File: config.mk
export PLATFORM = sky130hd
export DESIGN_NAME = aurora_20g_adc_frame_ctrl
export DESIGN_NICKNAME = d
export VERILOG_FILES = /design/src/rtl/aurora_adc_pkg.sv /design/src/rtl/aurora_sat_cnt.sv /design/src/rtl/aurora_20g_adc_frame_ctrl.sv
export SDC_FILE = /design/constraint.sdc
export NUM_CORES = 1
export LEC_CHECK = 0
export CAP_MARGIN = 20
export CORE_AREA = 5 5 112 114
export CTS_CLUSTER_DIAMETER = 60
export CTS_CLUSTER_SIZE = 8
export DETAILED_ROUTE_END_ITERATION = 7
export DIE_AREA = 0 0 117 119
export HOLD_SLACK_MARGIN = 0.05
export PLACE_DENSITY = 0.79
export SLEW_MARGIN = 0
export SYNTH_ARGS = -nofsm -noshare
export SYNTH_HDL_FRONTEND = slang
export SYNTH_SLANG_ARGS = --single-unit
File: constraint.sdc
create_clock -name clk -period 5.7 [get_ports clk]
set_clock_uncertainty 0.15 [all_clocks]
set_input_delay 0.855 -clock clk [delete_from_list [all_inputs] [get_ports clk]]
set_output_delay 0.855 -clock clk [all_outputs]
set_load 0.01 [all_outputs]
File: src/rtl/aurora_adc_pkg.sv
// Shared definitions for the Aurora ADC frame-alignment logic.
// State encodings and default framing constants used by the controller.
package aurora_adc_pkg;

  typedef enum logic [1:0] {
    ST_IDLE = 2'd0,
    ST_HUNT = 2'd1,
    ST_RUN  = 2'd2
  } frm_state_e;

  localparam int unsigned FRAME_BEATS_DEF = 9;
  localparam int unsigned LOCK_FRAMES_DEF = 4;
  localparam logic [15:0] SYNC_WORD_DEF   = 16'hEB90;

endpackage

File: src/rtl/aurora_sat_cnt.sv
// Saturating up-counter with synchronous clear; clear wins over increment.
module aurora_sat_cnt #(
  parameter int unsigned CNT_WD = 32
) (
  input  logic              clk,
  input  logic              rst_n,
  input  logic              inc,
  input  logic              clr,
  output logic [CNT_WD-1:0] cnt
);

  always_ff @(posedge clk or negedge rst_n) begin
    if (!rst_n) begin
      cnt <= '0;
    end else if (clr) begin
      cnt <= '0;
    end else if (inc && (cnt != '1)) begin
      cnt <= cnt + CNT_WD'(1);
    end
  end

endmodule

File: src/rtl/aurora_20g_adc_frame_ctrl.sv
// Frame-alignment controller for the 20G Aurora ADC parser: tracks tlast position
// and header sync word, drives parser_rst for realignment and gates stream_en on lock.
module aurora_20g_adc_frame_ctrl
  import aurora_adc_pkg::*;
#(
  parameter int unsigned FRAME_BEATS = FRAME_BEATS_DEF,
  parameter int unsigned HEAD_WD     = 64,
  parameter logic [15:0] SYNC_WORD   = SYNC_WORD_DEF,
  parameter int unsigned LOCK_FRAMES = LOCK_FRAMES_DEF,
  parameter int unsigned CNT_WD      = 32
) (
  input  logic               clk,
  input  logic               rst_n,
  input  logic               cfg_en,
  input  logic               cfg_hdr_chk,
  input  logic               cfg_clr,
  input  logic               s_axis_tvalid,
  input  logic               s_axis_tlast,
  input  logic               head_vld,
  input  logic [HEAD_WD-1:0] head_data,
  output logic               parser_rst,
  output logic               stream_en,
  output logic               locked,
  output logic               lock_lost,
  output logic [CNT_WD-1:0]  frm_cnt,
  output logic [CNT_WD-1:0]  err_cnt
);

  localparam int unsigned BCNT_WD = (FRAME_BEATS > 1) ? $clog2(FRAME_BEATS) : 1;
  localparam logic [BCNT_WD-1:0] LAST_BEAT = BCNT_WD'(FRAME_BEATS - 1);
  localparam logic [7:0] LOCK_GOOD = 8'(LOCK_FRAMES);

  frm_state_e         state_q, state_d;
  logic [BCNT_WD-1:0] bcnt_q, bcnt_d;
  logic [7:0]         good_q, good_d;
  logic               frm_inc, err_inc;
  logic               parser_rst_d, stream_en_d, lock_lost_d;
  logic               at_last, tlast_err, hdr_err;
  logic               unused_head_low;

  assign unused_head_low = ^head_data[HEAD_WD-17:0];

  assign at_last   = (bcnt_q == LAST_BEAT);
  assign tlast_err = s_axis_tvalid && (s_axis_tlast != at_last);
  assign hdr_err   = cfg_hdr_chk && head_vld && (head_data[HEAD_WD-1 -: 16] != SYNC_WORD);

  always_ff @(posedge clk or negedge rst_n) begin
    if (!rst_n) begin
      state_q    <= ST_IDLE;
      bcnt_q     <= '0;
      good_q     <= '0;
      parser_rst <= 1'b1;
      stream_en  <= 1'b0;
      lock_lost  <= 1'b0;
    end else begin
      state_q    <= state_d;
      bcnt_q     <= bcnt_d;
      good_q     <= good_d;
      parser_rst <= parser_rst_d;
      stream_en  <= stream_en_d;
      lock_lost  <= lock_lost_d;
    end
  end

  // good is held at zero outside RUN so a stale count can never re-lock on re-entry
  always_comb begin
    state_d = state_q;
    bcnt_d  = bcnt_q;
    good_d  = good_q;
    frm_inc = 1'b0;
    err_inc = 1'b0;
    if (!cfg_en) begin
      state_d = ST_IDLE;
      bcnt_d  = '0;
      good_d  = '0;
    end else begin
      case (state_q)
        ST_IDLE: begin
          state_d = ST_HUNT;
          bcnt_d  = '0;
          good_d  = '0;
        end
        ST_HUNT: begin
          bcnt_d = '0;
          good_d = '0;
          if (s_axis_tvalid && s_axis_tlast) state_d = ST_RUN;
        end
        ST_RUN: begin
          if (hdr_err || tlast_err) begin
            state_d = ST_HUNT;
            bcnt_d  = '0;
            good_d  = '0;
            err_inc = 1'b1;
          end else if (s_axis_tvalid) begin
            if (at_last) begin
              bcnt_d  = '0;
              frm_inc = 1'b1;
              if (good_q < LOCK_GOOD) good_d = good_q + 8'd1;
            end else begin
              bcnt_d = bcnt_q + BCNT_WD'(1);
            end
          end
        end
        default: begin
          state_d = ST_IDLE;
          bcnt_d  = '0;
          good_d  = '0;
        end
      endcase
    end
  end

  always_comb begin
    parser_rst_d = (state_d != ST_RUN);
    stream_en_d  = (state_d == ST_RUN) && (good_q >= LOCK_GOOD);
    lock_lost_d  = stream_en && !stream_en_d;
  end

  assign locked = stream_en;

  aurora_sat_cnt #(.CNT_WD(CNT_WD)) u_frm_cnt (
    .clk   (clk),
    .rst_n (rst_n),
    .inc   (frm_inc),
    .clr   (cfg_clr),
    .cnt   (frm_cnt)
  );

  aurora_sat_cnt #(.CNT_WD(CNT_WD)) u_err_cnt (
    .clk   (clk),
    .rst_n (rst_n),
    .inc   (err_inc),
    .clr   (cfg_clr),
    .cnt   (err_cnt)
  );

endmodule

==> metrics.md <==
| Metric | Value |
|---|---|
| Asr flop ratio synth | `100%` |
| Number of detailed-route iterations in the first pass | `4` |
| Placeable Area | `11300 um^2` |
| # hold bufs at CTS | `0` |
| Reg2Reg Depth | `8` |
| Critical Path Max Stage Delay | `700 ps` |
| CTS tree | `done` |
| Startpoint types | `primary input` |
| Largest area contributor in the netlist | `dfrtp_1` |
| Most frequent cell after synthesis | `dfrtp_1` |
| Min-delay worst type | `primary input to asynchronous set/reset pin` |
| Ys flop type | `dfrtp_1` |
| Layout cells sized above 1 | `7.41%` |
| Max VDD drop | `0.154 mV` |
| Syn. warnings | `0` |
| Skew-Pair Late Insertion Delay | `330 ps` |
| DIE HEIGHT | `119 um` |
| Gr ovfl total | `0` |
| Hold Vio Cnt, Final | `0` |
| Internal | `0.000973 W` |
| Setup-failing EPs final | `0` |
| Post-cts resize count | `0` |
| Root buf cell | `clkbuf_16` |
| Post-synth top cells | `dfrtp_1 (80), nor2_1 (75), xor2_1 (42)` |
| Vias per cell | `5.40` |
| Worst Setup End Kind | `flip-flop` |
| Max FO, Critical Path | `16` |
| CTS buffer count | `9` |
| R2r endpoint | `u_err_cnt.cnt[29]` |
| Chip width | `117 um` |
| Sink Count | `81` |
| Total track usage | `16.1%` |
| H-tree depth | `3` |
| Critical Path AT | `3400 ps` |
| Drt wl/cell | `15.5 um` |
| Total Power | `0.00123 W` |
| Clock network fraction of total power | `48.7%` |
| Max Slew Vio Count | `0` |
| Synth-to-layout area growth | `30.0%` |
| Setup Fix Bufs, Post-CTS | `0` |
| Run status | `finished, final reports clean` |
| Syn_area_per_cell | `9.37 um^2` |
| Worst Tran Pin Value | `743 ps` |
| Final wirelength | `11000 um` |
| Unique masters post-synth | `51` |
| Cell Chain, Critical Path | `clkdlybuf4s50_1 -> nor2b_1 -> mux2i_1 -> a21boi_4 -> nand2_4 -> or4_4 -> mux2_4` |
| Worst path required time | `5770 ps` |
| Slack of the critical path | `2380 ps` |
| Top-area cell type share of the netlist area | `44.9%` |
| Worst r2r src | `bcnt_q[0]` |
| Worst slack at placement | `2060 ps` |
| Number of global-route vias before repair | `3769` |
| I/O Buffers | `91` |
| DRT antenna net count | `0` |
| Initial Util | `39.4%` |
| RSZ-0062 raised after global routing | `false` |
| Sw Share | `20.7%` |
| Final TNS setup | `0 ps` |
| NumNets Final | `640` |
| Initial drt markers | `185` |
| Die area | `13900 um^2` |
| Synth area leaders | `dfrtp_1 (45%), xor2_1 (8.2%), nor2_1 (6.3%)` |
| Minimum clock period | `3320 ps` |
| Highest-delay cell along the critical path | `clkdlybuf4s50_1` |
| Initial antenna violation count | `0` |
| Diodes inserted | `0` |
| Slew HR | `50.0%` |
| Sequential area share after synthesis | `45.5%` |
| Sequential Power Share | `47.1%` |
| Via count | `3837` |
| Yosys reg bits | `81` |
| Largest net degree at the start of global routing | `82` |
| Cell Area, Synth | `4460 um^2` |
| Kind of critical path | `primary input to flip-flop` |
| # DRC | `0` |
| IO Count | `140` |
| Global placer's final weighted congestion | `0.834` |
| R2R Setup Slk | `2710 ps` |
| Comb power frac | `4.3%` |
| EDFF count, synth | `0` |
| Post-DP HPWL | `7760 um` |
| Syn Inst Count | `476` |
| Syn nets | `554` |
| Fmax | `301 MHz` |
| Final Cycle Share | `58.3%` |
| Power Density | `212 nW/um^2` |
| Clock buffer depth | `2` |
| Finished Layout Cells | `710` |
| Inst Count DP | `693` |
| Global-route wire length before repair | `18300 um` |
| FP Rows | `39` |
| Max-cap violations | `0` |
| Lkg Pwr | `2.37 nW` |
| Switch Pwr | `0.000254 W` |
| Clock slew at reported path FFs | `60 ps` |
[stage by stage]
stage	util (%)	instance area (um^2)	hold slack (ps)
2_1_floorplan	-	4460	302
3_3_place_gp	48.2	5460	323
3_5_place_dp	48.2	5460	330
4_1_cts	51.0	5770	339
5_1_grt	51.2	5800	226
6_report	51.2	5800	218
[sequential cells by signal (all words and copies together), names as in the netlist]
name           count
u_err_cnt.cnt     32
u_frm_cnt.cnt     32
good_q             8
bcnt_q             4
state_q            2
lock_lost          1
locked             1
parser_rst         1
[worst max-delay path: cells and delay by family]
kind / cells / cell delay (ps)
compound gates: 1 / 460
buf+inv: 1 / 700
mux: 2 / 450
simple gates: 3 / 920
[cells in the final DEF (no fill, tap or decap), drive strengths merged, types with 2 or more instances in the layout]
cell type / Yosys / final
a21boi: 2 / 2
a21oi: 12 / 12
and2: 6 / 6
and3: 12 / 12
and3b: 2 / 2
and4: 8 / 8
and4b: 2 / 2
buf: 6 / 5
clkbuf: 13 / 14
clkdlybuf4s50: 0 / 89
dfrtp: 80 / 80
ha: 6 / 6
inv: 16 / 16
mux2: 5 / 5
mux2i: 3 / 3
nand2: 34 / 34
nand3: 42 / 42
nand3b: 5 / 5
nand4: 23 / 23
nor2: 75 / 75
nor2b: 10 / 10
nor3: 10 / 10
nor4: 7 / 7
nor4b: 2 / 2
o2111ai: 3 / 3
o211ai: 3 / 3
o21ai: 16 / 16
or2: 3 / 3
or3: 5 / 5
or4: 7 / 7
xnor2: 7 / 7
xor2: 42 / 42
[cell families after synthesis]
family	share of synthesized area, %
AND/OR/NAND/NOR	31.3
XOR/XNOR	9.62
multiplexers	2.02
AO/OA/AOI/OAI	6.34
adder cells (fa/ha/maj)	1.68
buffers and inverters	3.51
flip-flops	45.5
[power by group through the flow]
| stage | Sequential [W] | Combinational, W | Clock (W) |
|---|---|---|---|
| 2_1_floorplan | 0.000588 | 0.0000178 | 0 |
| 3_3_place_gp | 0.000588 | 0.0000494 | 0 |
| 3_5_place_dp | 0.000588 | 0.0000510 | 0 |
| 4_1_cts | 0.000577 | 0.0000511 | 0.000607 |
| 5_1_grt | 0.000577 | 0.0000586 | 0.000629 |
| 6_report | 0.000577 | 0.0000523 | 0.000597 |
[layer usage]
layer / global-route usage [%] / share of wire (%) / up-vias
li1: - / - / 1840
met1: 20.8 / 44 / 1893
met2: 26.0 / 49 / 88
met3: 3.04 / 5.2 / 16
met4: 7.03 / 1.8 / 0
met5: 0 / 0 / -
[worst max-delay path by stage]
stage / startpoint / endpoint / slack [ps] / cells after the start
2_1_floorplan: head_data[59] / u_err_cnt.cnt[29] / 2970 / 6
3_3_place_gp: s_axis_tvalid / u_err_cnt.cnt[29] / 2110 / 7
3_5_place_dp: s_axis_tvalid / u_err_cnt.cnt[29] / 2060 / 7
4_1_cts: s_axis_tvalid / u_err_cnt.cnt[29] / 2400 / 7
5_1_grt: s_axis_tvalid / u_err_cnt.cnt[29] / 2250 / 7
6_report: s_axis_tvalid / u_err_cnt.cnt[29] / 2380 / 7
[cell type report]
| cell class | instances | area, um^2 |
|---|---|---|
| sequential | 81 | 2030 |
| fill | 1030 | 5520 |
| clock inverter | 2 | 35.0 |
| clock buffer | 14 | 274 |
| timing repair buffer | 94 | 946 |
| inverter | 16 | 60.1 |
| multi-input combinational | 360 | 2270 |
| tap | 143 | 179 |
Power figures use the tool's default switching activity.
